[src/rtl/uart_tx_fifo.sv]
// Byte FIFO feeding a UART transmitter: 8N1 frames, or 8E1 when UART_TX_PARITY_EN is defined.
// A write reaches the start bit on txd two clocks later; writes to a full FIFO are dropped and set sticky tx_overflow.
module uart_tx_fifo #(
  parameter int CLKS_PER_BIT = 868,
  parameter int FIFO_AW      = 4
) (
  input  logic       sysclk,
  input  logic       reset,
  input  logic       tx_fifo_write,
  input  logic [7:0] tx_fifo_data,
  output logic       tx_fifo_full,
  output logic       tx_fifo_empty,
  output logic       tx_overflow,
  output logic       tx_busy,
  output logic       txd
);

  localparam int         DEPTH     = 1 << FIFO_AW;
  localparam logic [15:0] BAUD_LAST = 16'(CLKS_PER_BIT - 1);

  typedef enum logic [2:0] {
    IDLE,
    START,
    DATA,
`ifdef UART_TX_PARITY_EN
    PARITY,
`endif
    STOP
  } state_t;

  logic [7:0]         mem [DEPTH];
  logic [FIFO_AW-1:0] wr_ptr;
  logic [FIFO_AW-1:0] rd_ptr;
  logic [FIFO_AW:0]   count;
  logic               push;
  logic               pop;
  logic               bit_end;

  state_t      state;
  logic [15:0] baud_cnt;
  logic [2:0]  bit_idx;
  logic [7:0]  tx_byte;

  // count never exceeds DEPTH, so its top bit alone marks full
  assign tx_fifo_empty = (count == '0);
  assign tx_fifo_full  = count[FIFO_AW];
  assign tx_busy       = (state != IDLE);
  assign bit_end       = (baud_cnt == BAUD_LAST);
  assign pop           = !tx_fifo_empty && ((state == IDLE) || ((state == STOP) && bit_end));
  assign push          = tx_fifo_write && (!tx_fifo_full || pop);

  always_ff @(posedge sysclk) begin
    if (push) begin
      mem[wr_ptr] <= tx_fifo_data;
    end
  end

  always_ff @(posedge sysclk or negedge reset) begin
    if (!reset) begin
      wr_ptr      <= '0;
      rd_ptr      <= '0;
      count       <= '0;
      tx_overflow <= 1'b0;
    end else begin
      if (push) begin
        wr_ptr <= wr_ptr + 1'b1;
      end
      if (pop) begin
        rd_ptr <= rd_ptr + 1'b1;
      end
      if (push && !pop) begin
        count <= count + 1'b1;
      end else if (pop && !push) begin
        count <= count - 1'b1;
      end
      if (tx_fifo_write && !push) begin
        tx_overflow <= 1'b1;
      end
    end
  end

  // txd is the registered image of the current state, so the line lags the FSM by one clock
  always_ff @(posedge sysclk or negedge reset) begin
    if (!reset) begin
      state    <= IDLE;
      baud_cnt <= '0;
      bit_idx  <= '0;
      tx_byte  <= '0;
      txd      <= 1'b1;
    end else begin
      case (state)
        START:   txd <= 1'b0;
        DATA:    txd <= tx_byte[bit_idx];
`ifdef UART_TX_PARITY_EN
        PARITY:  txd <= ^tx_byte;
`endif
        default: txd <= 1'b1;
      endcase

      baud_cnt <= ((state == IDLE) || bit_end) ? '0 : baud_cnt + 1'b1;

      case (state)
        IDLE: begin
          if (pop) begin
            tx_byte <= mem[rd_ptr];
            state   <= START;
          end
        end
        START: begin
          if (bit_end) begin
            bit_idx <= '0;
            state   <= DATA;
          end
        end
        DATA: begin
          if (bit_end) begin
            bit_idx <= bit_idx + 1'b1;
            if (bit_idx == 3'd7) begin
`ifdef UART_TX_PARITY_EN
              state <= PARITY;
`else
              state <= STOP;
`endif
            end
          end
        end
`ifdef UART_TX_PARITY_EN
        PARITY: begin
          if (bit_end) begin
            state <= STOP;
          end
        end
`endif
        STOP: begin
          if (bit_end) begin
            if (pop) begin
              tx_byte <= mem[rd_ptr];
              state   <= START;
            end else begin
              state <= IDLE;
            end
          end
        end
        default: state <= IDLE;
      endcase
    end
  end

endmodule

[config.mk]
export PLATFORM = sky130hd
export DESIGN_NAME = uart_tx_fifo
export DESIGN_NICKNAME = d
export VERILOG_FILES = /design/src/rtl/uart_tx_fifo.sv
export SDC_FILE = /design/constraint.sdc
export NUM_CORES = 1
export LEC_CHECK = 0
export CAP_MARGIN = 10
export CORE_MARGIN = 3
export CORE_UTILIZATION = 55
export DETAILED_ROUTE_END_ITERATION = 7
export PLACE_DENSITY = 0.81
export SYNTH_ARGS = -nofsm -noshare
export SYNTH_HDL_FRONTEND = slang
export SYNTH_SLANG_ARGS = --single-unit
[constraint.sdc]
create_clock -name sysclk -period 4.05 [get_ports sysclk]
set_input_delay 0.6075 -clock sysclk [delete_from_list [all_inputs] [get_ports sysclk]]
set_output_delay 0.6075 -clock sysclk [all_outputs]
set_load 0.005 [all_outputs]
==> summary.txt, run 1 <==
Die
  • Die width: 120 um
  • Die footprint: 14500 um^2
  • Core ar.: 12700 um^2
  • Initial cell density of the core: 0.567
  • I/O pin count: 16
  • Die Y: 120 um
  • FP Rows: 41

Placed design
  • Number of port buffers: 15
  • GP Congestion: 0.825
  • Detailed Place HPWL: 8890 um

Finish
  • Antenna diodes: 0
  • Multi-input logic area: 2130 um^2
  • FF+latch area: 4950 um^2
  • Final core utilization: 0.642
  • Area delta synth->final: 13.2%
  • Fill count: 893
  • Total Nets Final: 488
  • Share of layout cells above drive strength 1: 0.207

Synthesis
  • Number of synthesized flops with an enable pin: 128
  • Post-synth top flop: edfxtp_1
  • Synth Net Count: 458
  • Share of synthesized registers carrying an async set or reset: 0.256
  • Synthesis warning total: 0
  • Post-synth top area share: 0.535
  • FF+latch count, synth: 172
  • Synth area leaders: edfxtp_1, dfrtp_1, mux4_2
  • Synthesized area: 7180 um^2
  • Most frequent cell after synthesis: edfxtp_1
  • Post-synth top cells: edfxtp_1, dfrtp_1, mux4_2
  • Synth cell types: 46
  • Largest area contributor in the netlist: edfxtp_1
  • Register area share after synthesis: 0.688
  • Mean Syn Cell Area: 16.7 um^2
  • Post-Syn Instances: 430

Power and ir drop
  • Peak VDD IR: 0.000414 V
  • Comb power frac: 0.014
  • PD cells: 429 nW/um^2
  • Clock power frac: 0.440
  • Cell internal pwr: 0.00277 W
  • Leak pwr: 2.90 nW
  • Power consumption: 0.00349 W
  • Switching Fraction: 0.207
  • NetSw: 0.000721 W
  • Sequential Power Share: 0.545

Flow run
  • MaxCap Viol Count: 0

Routing
  • DR vias: 3801
  • ANT nets after route: 0
  • DR vias/cell: 5.89
  • Drt first-iter violations: 432
  • Residual DRC count: 0
  • WL final: 13700 um
  • Routed wire length per instance: 21.3 um
  • Drt pass-1 iters: 4

STA
  • Final period util: 0.896
  • Slew @ Worst Pin: 1.16 ns
  • Final slew viol count: 0
  • Skew final: 0.0146 ns
  • Final setup violation count: 0
  • Setup TNS: 0 ns
  • Final Hold Fails: 0
  • Fin crit period: 3.63 ns
  • Worst relative slew slack: 0.226
  • Max Fclk: 276 MHz
  • RSZ-0062 raised after global routing: no

Worst setup path
  • Worst r2r path cells: 13
  • CP arrival: 3.93 ns
  • Critical path's slowest cell: nor4b_1
  • Critical Path Fanout Max: 5
  • Worst R2R Setup Slack: 0.42 ns
  • Cell breakdown of the critical path: ha_1, nor4b_1, nand4_1, o211ai_1, and2_1, ha_1, inv_1, fa_1, a21o_1, a21oi_1, xnor2_1, nor2_1, xor2_1
  • Required @ worst endpoint: 4.35 ns
  • Startpoint Class: register
  • Crit. End Element: register
  • Worst Path Buf+Inv: 1
  • Worst r2r src: baud_cnt[0]$_DFF_PN0_
  • Largest delay share family, worst path: simple AND/OR/NAND/NOR gates
  • Worst path max stage delay: 0.47 ns
  • Top cell by count, worst path: ha_1
  • Reg2reg end: count[4]$_DFFE_PN0P_
  • Crit Path Category: reg -> reg

Clock network
  • Worst-skew pair later-pin latency: 0.43 ns
  • Post-CTS setup repair buffer count: 0
  • CTS buffer count: 17
  • CTS max path bufs: 2
  • Clock Root Buffer: clkbuf_16
  • CTS H-tree lvls: 4
  • Post-CTS Resized: 0
  • Worst-path clk slew: 0.06 ns
  • CTS Hold Bufs: 0
  • CTS tree: yes
  • # clock sinks: 172

GRT
  • GRT Util Overall: 0.209
  • Largest net degree at the start of global routing: 45
  • Initial antenna violation count: 0
  • Vias in the first global route: 3952
  • GRT Residual Overflow: 0
  • First-pass GRT wire length: 22100 um

Min path
  • Min-delay worst type: in -> async

Run status
  • Status: finished, final reports clean
==> layer usage <==
layer	part of all wire	global-route usage	vias up
li1	-	-	1719
met1	0.40	0.270	1956
met2	0.52	0.343	109
met3	0.070	0.0486	17
met4	0.013	0.0892	0
met5	0	0	-
==> layout by cell type (no fill, tap or decap), types with 14 or more instances in the layout <==
cell type        netlist  layout
edfxtp_1             128     128
dfrtp_1               43      42
mux4_2                34      34
nor2_1                29      29
nand3_1               26      26
nand2_1               20      20
clkbuf_16              0      17
ha_1                  16      16
xor2_1                15      15
clkdlybuf4s50_1        0      14
==> layout make-up <==
| class | instances | area share |
|---|---|---|
| multi-input combinational | 231 | 0.262 |
| clock buffer | 17 | 0.0523 |
| inverter | 10 | 0.00462 |
| sequential | 172 | 0.608 |
| timing repair buffer | 28 | 0.0298 |
| tap | 172 | 0.0265 |
| clock inverter | 15 | 0.0168 |
==> flip-flops by register name (all words and copies together) (netlist names) <==
register and cells:
mem 128, baud_cnt 16, tx_byte 8, count 5, rd_ptr 4, wr_ptr 4, bit_idx 3, state 2
tx_overflow 1, txd 1
==> how the worst max path moves through the flow <==
stage / startpoint / end / slack (ns) / cells after the start
floorplan: baud_cnt[0]$_DFF_PN0_ / count[4]$_DFFE_PN0P_ / 1.05 / 13
global placement: baud_cnt[0]$_DFF_PN0_ / count[4]$_DFFE_PN0P_ / 0.84 / 13
detailed placement: baud_cnt[0]$_DFF_PN0_ / count[4]$_DFFE_PN0P_ / 0.66 / 13
CTS: baud_cnt[0]$_DFF_PN0_ / count[4]$_DFFE_PN0P_ / 0.51 / 13
global route: baud_cnt[0]$_DFF_PN0_ / count[4]$_DFFE_PN0P_ / 0.17 / 13
finish: baud_cnt[0]$_DFF_PN0_ / count[4]$_DFFE_PN0P_ / 0.42 / 13
==> power by group through the flow <==
| stage | combinational, W | clock [W] | sequential (W) |
|---|---|---|---|
| floorplan | 0.0000139 | 0 | 0.00194 |
| global placement | 0.0000468 | 0 | 0.00194 |
| detailed placement | 0.0000497 | 0 | 0.00194 |
| CTS | 0.0000500 | 0.00156 | 0.00190 |
| global route | 0.0000561 | 0.00164 | 0.00190 |
| finish | 0.0000495 | 0.00154 | 0.00190 |
==> cell families after synthesis <==
family | Yosys count | synth area share
AO/OA/AOI/OAI | 30 | 0.0289
XOR/XNOR | 23 | 0.0280
adder cells (fa/ha/maj) | 17 | 0.0307
buffers and inverters | 27 | 0.0153
flip-flops | 172 | 0.688
multiplexers | 49 | 0.130
AND/OR/NAND/NOR | 112 | 0.0791
==> stage by stage <==
step	hold WS (ns)	cell area [um^2]	std cells	setup WS [ns]
2_1_floorplan	0.312	7180	430	1.05
3_3_place_gp	0.466	7570	613	0.843
3_5_place_dp	0.476	7570	613	0.664
4_1_cts	0.353	8130	645	0.507
5_1_grt	0.409	8130	645	0.166
6_report	0.341	8130	645	0.421
(Power assumes the default switching activity.)
==> run 2: changes to the inputs <==
- CORE_UTILIZATION: 55 -> 45
- PLACE_DENSITY: 0.81 -> 0.7
==> summary.txt, run 2 (synthesized netlist as in run 1, its figures left out) <==
Power and ir drop
  • Peak VDD IR: 0.000350 V (-16%)
  • NetSw: 0.000778 W (+7.8%)
  • PD cells: 427 nW/um^2 (-0.53%)
  • Leak pwr: 2.91 nW (+0.32%)
  • Comb power frac: 0.014 (about the same)
  • Sequential Power Share: 0.543 (-0.002)
  • Cell internal pwr: 0.00273 W (-1.5%)
  • Clock power frac: 0.443 (+0.003)
  • Switching Fraction: 0.222 (+0.0152)

Worst setup path
  • Crit Path Category: reg -> reg
  • Critical path's slowest cell: o211ai_1
  • Worst path max stage delay: 0.42 ns (-0.05 ns)
  • Worst R2R Setup Slack: 0.52 ns (+0.10 ns)
  • Critical Path Fanout Max: 5 (unchanged)
  • CP arrival: 3.83 ns (-0.10 ns)
  • Largest delay share family, worst path: simple AND/OR/NAND/NOR gates
  • Cell breakdown of the critical path: ha_1, nor4b_1, nand4_1, o211ai_1, and2_1, ha_1, inv_1, fa_1, a21o_1, a21oi_1, xnor2_1, nor2_1, xor2_1
  • Startpoint Class: register
  • Worst Path Buf+Inv: 1 (unchanged)
  • Required @ worst endpoint: 4.35 ns (about the same)
  • Top cell by count, worst path: ha_1
  • Crit. End Element: register

STA
  • RSZ-0062 raised after global routing: no
  • Final Hold Fails: 0 (unchanged)
  • Worst relative slew slack: 0.338 (+0.112)
  • Final setup violation count: 0 (unchanged)
  • Worst Hold Slack: 0.337 ns (-0.00479 ns)
  • Fin crit period: 3.53 ns (-0.101 ns)
  • Setup TNS: 0 ns (unchanged)
  • Final period util: 0.871 (-0.0250)
  • Final slew viol count: 0 (unchanged)
  • Slew @ Worst Pin: 0.989 ns (-0.172 ns)
  • Max Fclk: 283 MHz (+2.9%)
  • Skew final: 0.00919 ns (-0.00543 ns)

Finish
  • Antenna diodes: 0 (unchanged)
  • Fill count: 1251 (+40%)
  • FF+latch area: 4950 um^2 (about the same)
  • Multi-input logic area: 2130 um^2 (unchanged)
  • Largest Register: mem
  • Area delta synth->final: 14.3%
  • Biggest regs: mem (128), baud_cnt (16), tx_byte (8)
  • Share of layout cells above drive strength 1: 0.215 (+0.00800)
  • Fin area: 8210 um^2 (+1.0%)
  • Total Nets Final: 489 (+0.20%)
  • Largest register FFs: 128 (unchanged)
  • Most frequent cells in the layout: edfxtp_1, dfrtp_1, mux4_2, nor2_1, nand3_1
  • Most common cell after layout, fill and taps aside: edfxtp_1

GRT
  • Initial antenna violation count: 0 (unchanged)
  • GRT Residual Overflow: 0 (unchanged)
  • Largest net degree at the start of global routing: 45 (unchanged)
  • GRT Util Overall: 0.173 (-0.0359)
  • Vias in the first global route: 3987 (+0.89%)
  • First-pass GRT wire length: 22700 um (+3.0%)

Routing
  • Routed wire length per instance: 20.6 um (-3.0%)
  • DR vias: 3810 (+0.24%)
  • Drt pass-1 iters: 5 (+1)
  • WL final: 14100 um (+3.0%)
  • ANT nets after route: 0 (unchanged)
  • Residual DRC count: 0 (unchanged)
  • DR vias/cell: 5.56 (-5.6%)
  • Drt first-iter violations: 366 (-15%)

Die
  • Die Y: 132 um (+10%)
  • Die width: 132 um (+10%)
  • I/O pin count: 16 (unchanged)
  • Initial cell density of the core: 0.466 (-0.101)
  • Core ar.: 15400 um^2 (+22%)
  • Die footprint: 17500 um^2 (+21%)
  • FP Rows: 45 (+9.8%)

Clock network
  • CTS H-tree lvls: 4 (unchanged)
  • Post-CTS setup repair buffer count: 0 (unchanged)
  • Clock Root Buffer: clkbuf_16
  • CTS tree: yes
  • Worst-skew pair later-pin latency: 0.43 ns (about the same)
  • CTS Hold Bufs: 0 (unchanged)
  • Post-CTS Resized: 0 (unchanged)
  • CTS max path bufs: 2 (unchanged)
  • Worst-path clk slew: 0.07 ns (about the same)
  • # clock sinks: 172 (unchanged)
  • CTS buffer count: 17 (unchanged)

Placed design
  • Number of port buffers: 15 (unchanged)
  • Placed cell areas: 7640 um^2 (+0.93%)
  • Detailed Place HPWL: 8930 um (+0.41%)
  • GP Congestion: 0.818 (-0.78%)

Run status
  • Status: finished, final reports clean

Min path
  • Min-delay worst type: in -> async

Flow run
  • MaxCap Viol Count: 0 (unchanged)
-- run 2: cell count changes in the layout (fill, tap and decap cells not counted), sizes merged --
cell	before	now
buf	14	15
bufinv	1	0
clkinv	8	6
clkinvlp	0	1
inv	16	18
-- run 2: power groups by stage --
stage          clock [W]  sequential (W)  combinational, W
3_3_place_gp           0         0.00194         0.0000483
4_1_cts          0.00159         0.00190         0.0000517
5_1_grt          0.00166         0.00190         0.0000582
6_report         0.00155         0.00190         0.0000506
2_1_floorplan          0         0.00194         0.0000139
3_5_place_dp           0         0.00194         0.0000514
-- run 2: area by class of cell --
type / count / area share
inverter: 10 / 0.00457
sequential: 172 / 0.602
timing repair buffer: 29 / 0.0320
multi-input combinational: 231 / 0.259
tap: 211 / 0.0321
clock buffer: 17 / 0.0518
clock inverter: 15 / 0.0180
-- run 2: path summary, 6_finish.rpt --
path                                            start                endpoint  depth (start not counted)
min in group sysclk             wr_ptr[3]$_DFFE_PN0P_   wr_ptr[3]$_DFFE_PN0P_                          1
worst min-delay path                            reset  bit_idx[1]$_DFFE_PN0P_                          1
worst max-delay path            baud_cnt[0]$_DFF_PN0_    count[4]$_DFFE_PN0P_                         13
worst max register to register  baud_cnt[0]$_DFF_PN0_    count[4]$_DFFE_PN0P_                         13
max in group asynchronous                       reset   rd_ptr[0]$_DFFE_PN0P_                          1
worst min register to register  wr_ptr[3]$_DFFE_PN0P_   wr_ptr[3]$_DFFE_PN0P_                          1
-- run 2: metrics by stage --
stage	cells	worst slack (ns)	total power, W	utilization
final	685	0.522	0.00351	0.532
after CTS	685	0.537	0.00354	0.532
after detailed placement	653	0.630	0.00199	0.495
after floorplan	430	1.05	0.00195	-
after global routing	685	0.250	0.00362	0.532
after global placement	653	0.806	0.00199	0.495
-- run 2: worst reg2reg max path, stage by stage, from the launching register on --
cell and delay [ns]:
dfrtp_1 0.40, ha_1 0.23, nor4b_1 0.40, nand4_1 0.27, o211ai_1 0.42, and2_1 0.25
ha_1 0.22, inv_1 0.12, fa_1 0.42, a21o_1 0.17, a21oi_1 0.16, xnor2_1 0.14
nor2_1 0.07, xor2_1 0.14
-- run 2: metal layers --
layer / global-route usage / wire length, um
met2: 0.280 / 7180
met1: 0.227 / 5920
met5: 0 / 0
met3: 0.0427 / 677
met4: 0.0676 / 343
